[config.mk]
export PLATFORM = sky130hd
export DESIGN_NAME = regfile_access_arbiter_flat
export DESIGN_NICKNAME = d
export VERILOG_FILES = /design/src/rtl/regfile_access_arbiter_if.sv /design/src/rtl/regfile_access_arbiter.sv /design/src/flat_wrapper.sv
export SDC_FILE = /design/constraint.sdc
export NUM_CORES = 1
export LEC_CHECK = 0
export CAP_MARGIN = 20
export CORE_ASPECT_RATIO = 1.25
export CORE_UTILIZATION = 42
export CTS_CLUSTER_DIAMETER = 200
export DETAILED_ROUTE_END_ITERATION = 7
export GPL_TIMING_DRIVEN = 1
export HOLD_SLACK_MARGIN = 0.15
export PLACE_DENSITY = 0.86
export RECOVER_POWER = 100
export SLEW_MARGIN = 0
export SYNTH_ARGS = -nofsm -noshare
export SYNTH_HDL_FRONTEND = slang
export SYNTH_SLANG_ARGS = --single-unit
[constraint.sdc]
create_clock -name clk -period 4 [get_ports clk]
set_input_delay 0.6 -clock clk [delete_from_list [all_inputs] [get_ports clk]]
set_output_delay 0.6 -clock clk [all_outputs]
set_load 0.02 [all_outputs]
[src/rtl/regfile_access_arbiter_if.sv]
// Requester-side bundle for regfile_access_arbiter.
//   master : requester (drives req/we/addr_a/addr_b/wdata, sees gnt/rvalid/rdata_*)
//   slave  : arbiter   (opposite directions)
// gnt is combinational; a transfer happens in any cycle with req & gnt.
// rvalid is a one-cycle pulse and rdata_* hold until the next read return.
interface regfile_access_arbiter_if #(
  parameter int DATA_W = 8,
  parameter int ADDR_W = 8
);
  logic              req;
  logic              we;
  logic [ADDR_W-1:0] addr_a;
  logic [ADDR_W-1:0] addr_b;
  logic [DATA_W-1:0] wdata;
  logic              gnt;
  logic              rvalid;
  logic [DATA_W-1:0] rdata_a;
  logic [DATA_W-1:0] rdata_b;

  modport master (
    output req, we, addr_a, addr_b, wdata,
    input  gnt, rvalid, rdata_a, rdata_b
  );

  modport slave (
    input  req, we, addr_a, addr_b, wdata,
    output gnt, rvalid, rdata_a, rdata_b
  );
endinterface

[src/rtl/regfile_access_arbiter.sv]
// Round-robin arbiter sharing a 1W/2R register file between r0 (core) and
// r1 (debug/loader). One operation per cycle, all rf_* lines registered.
//   clk, rst_n        : clock, async active-low reset
//   r0, r1            : requester ports (regfile_access_arbiter_if.slave)
//   rf_a1/a2/a3       : read/read/write addresses, unused high bits forced 0
//   rf_wdata, rf_we   : write data / write enable (one-cycle pulse)
//   rf_re             : read enable (one-cycle pulse)
//   rf_rd1, rf_rd2    : read data, captured at the end of the rf_re cycle
//   init_done         : arbiter is accepting requests
// Optional feature, macro RF_INIT_CLEAR_EN: after reset the register file is
// cleared (one write per cycle) before any grant is given.
// Timing: grant in T -> rf strobe in T+1 -> rvalid to the issuer in T+2.
module regfile_access_arbiter #(
  parameter int DATA_W   = 8,
  parameter int ADDR_W   = 8,
  parameter int NUM_REGS = 32
) (
  input  logic              clk,
  input  logic              rst_n,
  regfile_access_arbiter_if.slave r0,
  regfile_access_arbiter_if.slave r1,
  output logic [ADDR_W-1:0] rf_a1,
  output logic [ADDR_W-1:0] rf_a2,
  output logic [ADDR_W-1:0] rf_a3,
  output logic [DATA_W-1:0] rf_wdata,
  output logic              rf_we,
  output logic              rf_re,
  input  logic [DATA_W-1:0] rf_rd1,
  input  logic [DATA_W-1:0] rf_rd2,
  output logic              init_done
);
  localparam int NUM_REQ = 2;
  localparam int IW      = $clog2(NUM_REGS);
  localparam logic [ADDR_W-1:0] AMASK = ADDR_W'((64'd1 << IW) - 64'd1);

  // requester fields gathered into packed arrays, indexed by requester id
  logic [NUM_REQ-1:0]             req, we, gnt;
  logic [NUM_REQ-1:0][ADDR_W-1:0] addr_a, addr_b;
  logic [NUM_REQ-1:0][DATA_W-1:0] wdata;

  assign req    = {r1.req,    r0.req};
  assign we     = {r1.we,     r0.we};
  assign addr_a = {r1.addr_a, r0.addr_a};
  assign addr_b = {r1.addr_b, r0.addr_b};
  assign wdata  = {r1.wdata,  r0.wdata};

  logic              init_done_q, init_done_d;
  logic              rr_q, rr_d;          // 1: r1 wins the next contest
  logic              rf_we_q, rf_we_d;
  logic              rf_re_q, rf_re_d;
  logic [ADDR_W-1:0] rf_a1_q, rf_a1_d;
  logic [ADDR_W-1:0] rf_a2_q, rf_a2_d;
  logic [ADDR_W-1:0] rf_a3_q, rf_a3_d;
  logic [DATA_W-1:0] rf_wdata_q, rf_wdata_d;
  logic              rd_own_q, rd_own_d;  // issuer of the read now on the rf
  logic [NUM_REQ-1:0]             rvalid_q, rvalid_d;
  logic [NUM_REQ-1:0][DATA_W-1:0] rdata_a_q, rdata_a_d;
  logic [NUM_REQ-1:0][DATA_W-1:0] rdata_b_q, rdata_b_d;
  logic              sel;

`ifdef RF_INIT_CLEAR_EN
  typedef enum logic {ST_INIT, ST_RUN} state_t;
  state_t            state_q, state_d;
  logic [IW-1:0]     init_cnt_q, init_cnt_d;
`endif

  always_comb begin
    init_done_d = init_done_q;
    rr_d        = rr_q;
    rf_we_d     = 1'b0;
    rf_re_d     = 1'b0;
    rf_a1_d     = rf_a1_q;
    rf_a2_d     = rf_a2_q;
    rf_a3_d     = rf_a3_q;
    rf_wdata_d  = rf_wdata_q;
    rd_own_d    = rd_own_q;
    rdata_a_d   = rdata_a_q;
    rdata_b_d   = rdata_b_q;
    rvalid_d    = '0;

    // grants are gated by init_done, so nothing is granted before RUN
    gnt[0] = init_done_q & req[0] & (~req[1] | ~rr_q);
    gnt[1] = init_done_q & req[1] & (~req[0] |  rr_q);
    sel    = gnt[1];

    if (|gnt) begin
      rr_d = gnt[0];
      if (we[sel]) begin
        rf_we_d    = 1'b1;
        rf_a3_d    = addr_a[sel] & AMASK;
        rf_wdata_d = wdata[sel];
      end else begin
        rf_re_d  = 1'b1;
        rf_a1_d  = addr_a[sel] & AMASK;
        rf_a2_d  = addr_b[sel] & AMASK;
        rd_own_d = sel;
      end
    end

`ifdef RF_INIT_CLEAR_EN
    state_d    = state_q;
    init_cnt_d = init_cnt_q;
    if (state_q == ST_INIT) begin
      rf_we_d    = 1'b1;
      rf_a3_d    = ADDR_W'(init_cnt_q);
      rf_wdata_d = '0;
      init_cnt_d = init_cnt_q + 1'b1;
      // init_done rises together with the last clearing write
      if (init_cnt_q == IW'(NUM_REGS - 1)) begin
        state_d     = ST_RUN;
        init_done_d = 1'b1;
      end
    end
`else
    init_done_d = 1'b1;
`endif

    // read return: rf data is only meaningful during the rf_re cycle
    for (int i = 0; i < NUM_REQ; i++) begin
      if (rf_re_q && (rd_own_q == 1'(i))) begin
        rvalid_d[i]  = 1'b1;
        rdata_a_d[i] = rf_rd1;
        rdata_b_d[i] = rf_rd2;
      end
    end
  end

  always_ff @(posedge clk or negedge rst_n) begin
    if (!rst_n) begin
      init_done_q <= 1'b0;
      rr_q        <= 1'b0;
      rf_we_q     <= 1'b0;
      rf_re_q     <= 1'b0;
      rf_a1_q     <= '0;
      rf_a2_q     <= '0;
      rf_a3_q     <= '0;
      rf_wdata_q  <= '0;
      rd_own_q    <= 1'b0;
      rvalid_q    <= '0;
      rdata_a_q   <= '0;
      rdata_b_q   <= '0;
`ifdef RF_INIT_CLEAR_EN
      state_q     <= ST_INIT;
      init_cnt_q  <= '0;
`endif
    end else begin
      init_done_q <= init_done_d;
      rr_q        <= rr_d;
      rf_we_q     <= rf_we_d;
      rf_re_q     <= rf_re_d;
      rf_a1_q     <= rf_a1_d;
      rf_a2_q     <= rf_a2_d;
      rf_a3_q     <= rf_a3_d;
      rf_wdata_q  <= rf_wdata_d;
      rd_own_q    <= rd_own_d;
      rvalid_q    <= rvalid_d;
      rdata_a_q   <= rdata_a_d;
      rdata_b_q   <= rdata_b_d;
`ifdef RF_INIT_CLEAR_EN
      state_q     <= state_d;
      init_cnt_q  <= init_cnt_d;
`endif
    end
  end

  assign r0.gnt     = gnt[0];
  assign r1.gnt     = gnt[1];
  assign r0.rvalid  = rvalid_q[0];
  assign r1.rvalid  = rvalid_q[1];
  assign r0.rdata_a = rdata_a_q[0];
  assign r1.rdata_a = rdata_a_q[1];
  assign r0.rdata_b = rdata_b_q[0];
  assign r1.rdata_b = rdata_b_q[1];

  assign rf_a1     = rf_a1_q;
  assign rf_a2     = rf_a2_q;
  assign rf_a3     = rf_a3_q;
  assign rf_wdata  = rf_wdata_q;
  assign rf_we     = rf_we_q;
  assign rf_re     = rf_re_q;
  assign init_done = init_done_q;
endmodule
[src/flat_wrapper.sv]
// flat-port wrapper written by rule: the top's interface ports become plain ports
module regfile_access_arbiter_flat 
#(
  parameter int DATA_W   = 8,
  parameter int ADDR_W   = 8,
  parameter int NUM_REGS = 32
)
  (clk, rst_n, rf_a1, rf_a2, rf_a3, rf_wdata, rf_we, rf_re, rf_rd1, rf_rd2, init_done, r0_req, r0_we, r0_addr_a, r0_addr_b, r0_wdata, r0_gnt, r0_rvalid, r0_rdata_a, r0_rdata_b, r1_req, r1_we, r1_addr_a, r1_addr_b, r1_wdata, r1_gnt, r1_rvalid, r1_rdata_a, r1_rdata_b);
  regfile_access_arbiter_if #(.DATA_W(DATA_W), .ADDR_W(ADDR_W)) r0_i ();
  regfile_access_arbiter_if #(.DATA_W(DATA_W), .ADDR_W(ADDR_W)) r1_i ();
  input  logic clk;
  input  logic rst_n;
  output logic [ADDR_W-1:0] rf_a1;
  output logic [ADDR_W-1:0] rf_a2;
  output logic [ADDR_W-1:0] rf_a3;
  output logic [DATA_W-1:0] rf_wdata;
  output logic rf_we;
  output logic rf_re;
  input  logic [DATA_W-1:0] rf_rd1;
  input  logic [DATA_W-1:0] rf_rd2;
  output logic init_done;
  input wire logic [$bits(r0_i.req)-1:0] r0_req;
  input wire logic [$bits(r0_i.we)-1:0] r0_we;
  input wire logic [$bits(r0_i.addr_a)-1:0] r0_addr_a;
  input wire logic [$bits(r0_i.addr_b)-1:0] r0_addr_b;
  input wire logic [$bits(r0_i.wdata)-1:0] r0_wdata;
  output wire logic [$bits(r0_i.gnt)-1:0] r0_gnt;
  output wire logic [$bits(r0_i.rvalid)-1:0] r0_rvalid;
  output wire logic [$bits(r0_i.rdata_a)-1:0] r0_rdata_a;
  output wire logic [$bits(r0_i.rdata_b)-1:0] r0_rdata_b;
  input wire logic [$bits(r1_i.req)-1:0] r1_req;
  input wire logic [$bits(r1_i.we)-1:0] r1_we;
  input wire logic [$bits(r1_i.addr_a)-1:0] r1_addr_a;
  input wire logic [$bits(r1_i.addr_b)-1:0] r1_addr_b;
  input wire logic [$bits(r1_i.wdata)-1:0] r1_wdata;
  output wire logic [$bits(r1_i.gnt)-1:0] r1_gnt;
  output wire logic [$bits(r1_i.rvalid)-1:0] r1_rvalid;
  output wire logic [$bits(r1_i.rdata_a)-1:0] r1_rdata_a;
  output wire logic [$bits(r1_i.rdata_b)-1:0] r1_rdata_b;
  assign r0_i.req = r0_req;
  assign r0_i.we = r0_we;
  assign r0_i.addr_a = r0_addr_a;
  assign r0_i.addr_b = r0_addr_b;
  assign r0_i.wdata = r0_wdata;
  assign r0_gnt = r0_i.gnt;
  assign r0_rvalid = r0_i.rvalid;
  assign r0_rdata_a = r0_i.rdata_a;
  assign r0_rdata_b = r0_i.rdata_b;
  assign r1_i.req = r1_req;
  assign r1_i.we = r1_we;
  assign r1_i.addr_a = r1_addr_a;
  assign r1_i.addr_b = r1_addr_b;
  assign r1_i.wdata = r1_wdata;
  assign r1_gnt = r1_i.gnt;
  assign r1_rvalid = r1_i.rvalid;
  assign r1_rdata_a = r1_i.rdata_a;
  assign r1_rdata_b = r1_i.rdata_b;
  regfile_access_arbiter #(.DATA_W(DATA_W), .ADDR_W(ADDR_W), .NUM_REGS(NUM_REGS)) u_core (.clk(clk), .rst_n(rst_n), .r0(r0_i), .r1(r1_i), .rf_a1(rf_a1), .rf_a2(rf_a2), .rf_a3(rf_a3), .rf_wdata(rf_wdata), .rf_we(rf_we), .rf_re(rf_re), .rf_rd1(rf_rd1), .rf_rd2(rf_rd2), .init_done(init_done));
endmodule
==> impl_metrics.ini <==
[outcome]
outcome = finished, violations left
violations_in_the_final_reports = max-capacitance violations, max-slew violations

[finish]
design.final.nets = 365
drive_above_1_share_pct = 26.0
layout.core_utilization_pct = 68.5
antennaDiodeCount = 0
layout.cells.most_common_list = 63 x sky130_fd_sc_hd__dlygate4sd3_1, 62 x sky130_fd_sc_hd__dfrtp_1, 60 x sky130_fd_sc_hd__mux2_2, 55 x sky130_fd_sc_hd__clkdlybuf4s50_1
most_common_cell_after_layout_fill_and_taps_aside = sky130_fd_sc_hd__dlygate4sd3_1
synthToLayoutAreaGrowth_pct = 55.4

[setup_path]
slowest_stage = sky130_fd_sc_hd__dlygate4sd3_1
timing.critical_path.mode_cell = sky130_fd_sc_hd__dlygate4sd3_1
r2r_start = u_core.rr_q$_DFFE_PN0P_
critical_path_class = primary input to output pin
timing.critical_path.cells = dlygate4sd3_1 -> nand2b_1 -> nand3_4 -> inv_1 -> dlygate4sd3_1
timing.rr.end = u_core.rf_wdata[1]$_DFFE_PN0P_
setup.worst_path.end = r1_gnt
critical_path_buf_inv_count = 3
startpoint_type = primary input
crit_path_start = r0_req
critical-path-max-stage-delay_ns = 0.70
timing.critical_path.max_delay_family = buffers and inverters
cp.arrival_ns = 2.46
path_max_fanout = 19
setup.worst_path.end_class = output pin
reg2reg_slack_ns = 1.34
worst_r2r_path_depth = 5
cp.required_ns = 3.40
cp_num_cells = 5

[synthesis]
yosys_warnings = 0
synth-seq-area-share_pct = 59.7
ys_seq_elements = 62
synthesis.instances = 170
avgSynthCellArea_um2 = 15.3
yosys-top-cells-area = sky130_fd_sc_hd__dfrtp_1 60%, sky130_fd_sc_hd__mux2_2 26%, sky130_fd_sc_hd__mux2_1 5.6%
synth_largest_area_cell = sky130_fd_sc_hd__dfrtp_1
netlist_area_mm2 = 0.00260
ys_types = 20
synthDominantCellAreaShare_pct = 59.7

[routing]
met2WireLength_mm = 2.86
drc = 0
initialDrtViolationCount = 38
viasPerCell = 4.64
met3_wirelength_um = 490
drt-wirelength-per-cell_um = 14.7
top_layer = met4
detail_route.first_pass.iterations = 4
route.layer.met1.wl_mm = 2.18
postRouteWirelength_mm = 5.62
ant_nets = 0
via_total_after_detailed_routing = 1772

[sta]
setup-tns-final_ns = 0
fin_crit_period_ns = 3.06
setup_viol = 0
post-route-worst-setup-slack_ns = 0.941
whs_ns = 0.485
unrepaired_setup_endpoints_after_global_routing = false
timing.slew.headroom_pct = -6.93
fin_crit_sh_pct = 76.5
timing.fmax_mhz = 327
drv_slew = 49
timing.clock.skew_ns = 0.00541
worstMarginPinSlew_ns = 1.60
hold_violations = 0

[pwr]
max-vdd-ir-drop_uv = 442
power.density_mw_per_mm2 = 617
power.leakage_nw = 1.76
design_power_total_w = 0.00249

[global_route]
grt_pass1_vias = 1898
grt_pass1_wl_mm = 9.15
grtUsageTotal_pct = 18.6
globalRouteOverflowTotal = 0
antenna_found_initial = 0
grt_start_max_net_pins = 34

[clock_tree]
clock_slew_at_reported_path_ffs_ns = 0.06
cts-hold-fix-buffers = 0
maximum_buffer_depth_of_the_clock_tree = 2
cts_max_level = 3
cts_tree = built
clk_root_buffer_cell = sky130_fd_sc_hd__clkbuf_8
cts_repair_resize_count = 0
post_cts.repair.setup_buffers = 0
cts_sinks = 62
insertion_delay_ns = 0.33
cts-buffers-inserted = 9

[floorplanning]
design.core.area_mm2 = 0.00590
ios = 141
design.die.area_mm2 = 0.00651
num_rows = 31
floorplan.initialDensity_pct = 44.1
die_height_um = 89.9
fp.dieW_um = 72.4

[place]
place.gp.congestion = 0.690
dp_hpwl_mm = 4.12
port_buffers = 119
dp_worst_setup_slack_ns = 1.13

[run]
number_of_maximum_capacitance_violations = 2

[hold_path]
min_path_type = flip-flop to flip-flop
## where the power goes
| part | leakage, nW | internal, W | switching, W |
|---|---|---|---|
| registers | 0.734 | 0.000840 | 0.0000959 |
| logic | 0.908 | 0.000497 | 0.000477 |
| clock network | 0.115 | 0.000354 | 0.000227 |
| total | 1.76 | 0.00169 | 0.000800 |
## cells by family (layout without fill, tap and decap cells)
| kind of cell | Yosys count | in the layout | share of synthesized area (%) |
|---|---|---|---|
| flip-flops | 62 | 62 | 59.7 |
| buffers and inverters | 21 | 143 | 4.72 |
| multiplexers | 73 | 73 | 31.6 |
| AO/OA/AOI/OAI | 5 | 5 | 1.73 |
| other | 2 | 10 | 0.289 |
| AND/OR/NAND/NOR | 7 | 7 | 1.93 |
## worst min path at each step
stage	to	slack, ns	cells past startpoint	from
2_1_floorplan	u_core.init_done$_DFF_PN0_	0.30	0	rst_n
3_3_place_gp	u_core.rf_a1[3]$_DFFE_PN0P_	0.48	1	u_core.rf_a1[3]$_DFFE_PN0P_
3_5_place_dp	u_core.rf_a1[3]$_DFFE_PN0P_	0.48	1	u_core.rf_a1[3]$_DFFE_PN0P_
4_1_cts	u_core.rf_a2[4]$_DFFE_PN0P_	0.31	1	rst_n
5_1_grt	u_core.r1.rdata_b[1]$_DFFE_PN0P_	0.51	1	u_core.r1.rdata_b[1]$_DFFE_PN0P_
6_report	u_core.rf_a3[3]$_DFFE_PN0P_	0.48	1	u_core.rf_a3[3]$_DFFE_PN0P_
## synth_stat cells (all sizes together)
library cell   n
mux2          73
a31oi          1
nand3          1
a22o           1
nand2          2
a21oi          1
inv            6
nor2b          1
dfrtp         62
and2           1
a32oi          2
and3           1
clkbuf         2
conb           2
buf           13
nand2b         1
## metal layers
metal	vias to the layer above	global-route usage (%)
met5	-	0
met2	78	32.2
li1	824	-
met4	0	7.52
met3	9	6.84
met1	861	20.2
## flip-flops by register name, indices dropped and copies added (netlist names)
| register | count |
|---|---|
| u_core.rvalid_q | 2 |
| u_core.rr_q | 1 |
| u_core.rf_re | 1 |
| u_core.rf_we | 1 |
| u_core.r0.rdata_b | 8 |
| u_core.rf_a3 | 5 |
| u_core.rd_own_q | 1 |
| u_core.rf_a2 | 5 |
| u_core.r0.rdata_a | 8 |
| u_core.init_done | 1 |
| u_core.rf_a1 | 5 |
| u_core.r1.rdata_a | 8 |
| u_core.rf_wdata | 8 |
| u_core.r1.rdata_b | 8 |
## cell type report
| cell class | count | area [um^2] |
|---|---|---|
| Tap cell | 82 | 103 |
| Timing Repair Buffer | 121 | 1200 |
| Inverter | 6 | 22.5 |
| Sequential cell | 62 | 1550 |
| Multi-Input combinational cell | 95 | 947 |
| Fill cell | 449 | 1860 |
| Clock inverter | 3 | 40.0 |
| Clock buffer | 13 | 179 |
## stage by stage
stage	area, um^2	cells
6_report	4040	382
4_1_cts	4050	382
3_5_place_dp	3830	366
2_1_floorplan	2630	178
5_1_grt	4040	382
3_3_place_gp	3830	366
No activity file was read; power rests on OpenSTA's default activity.
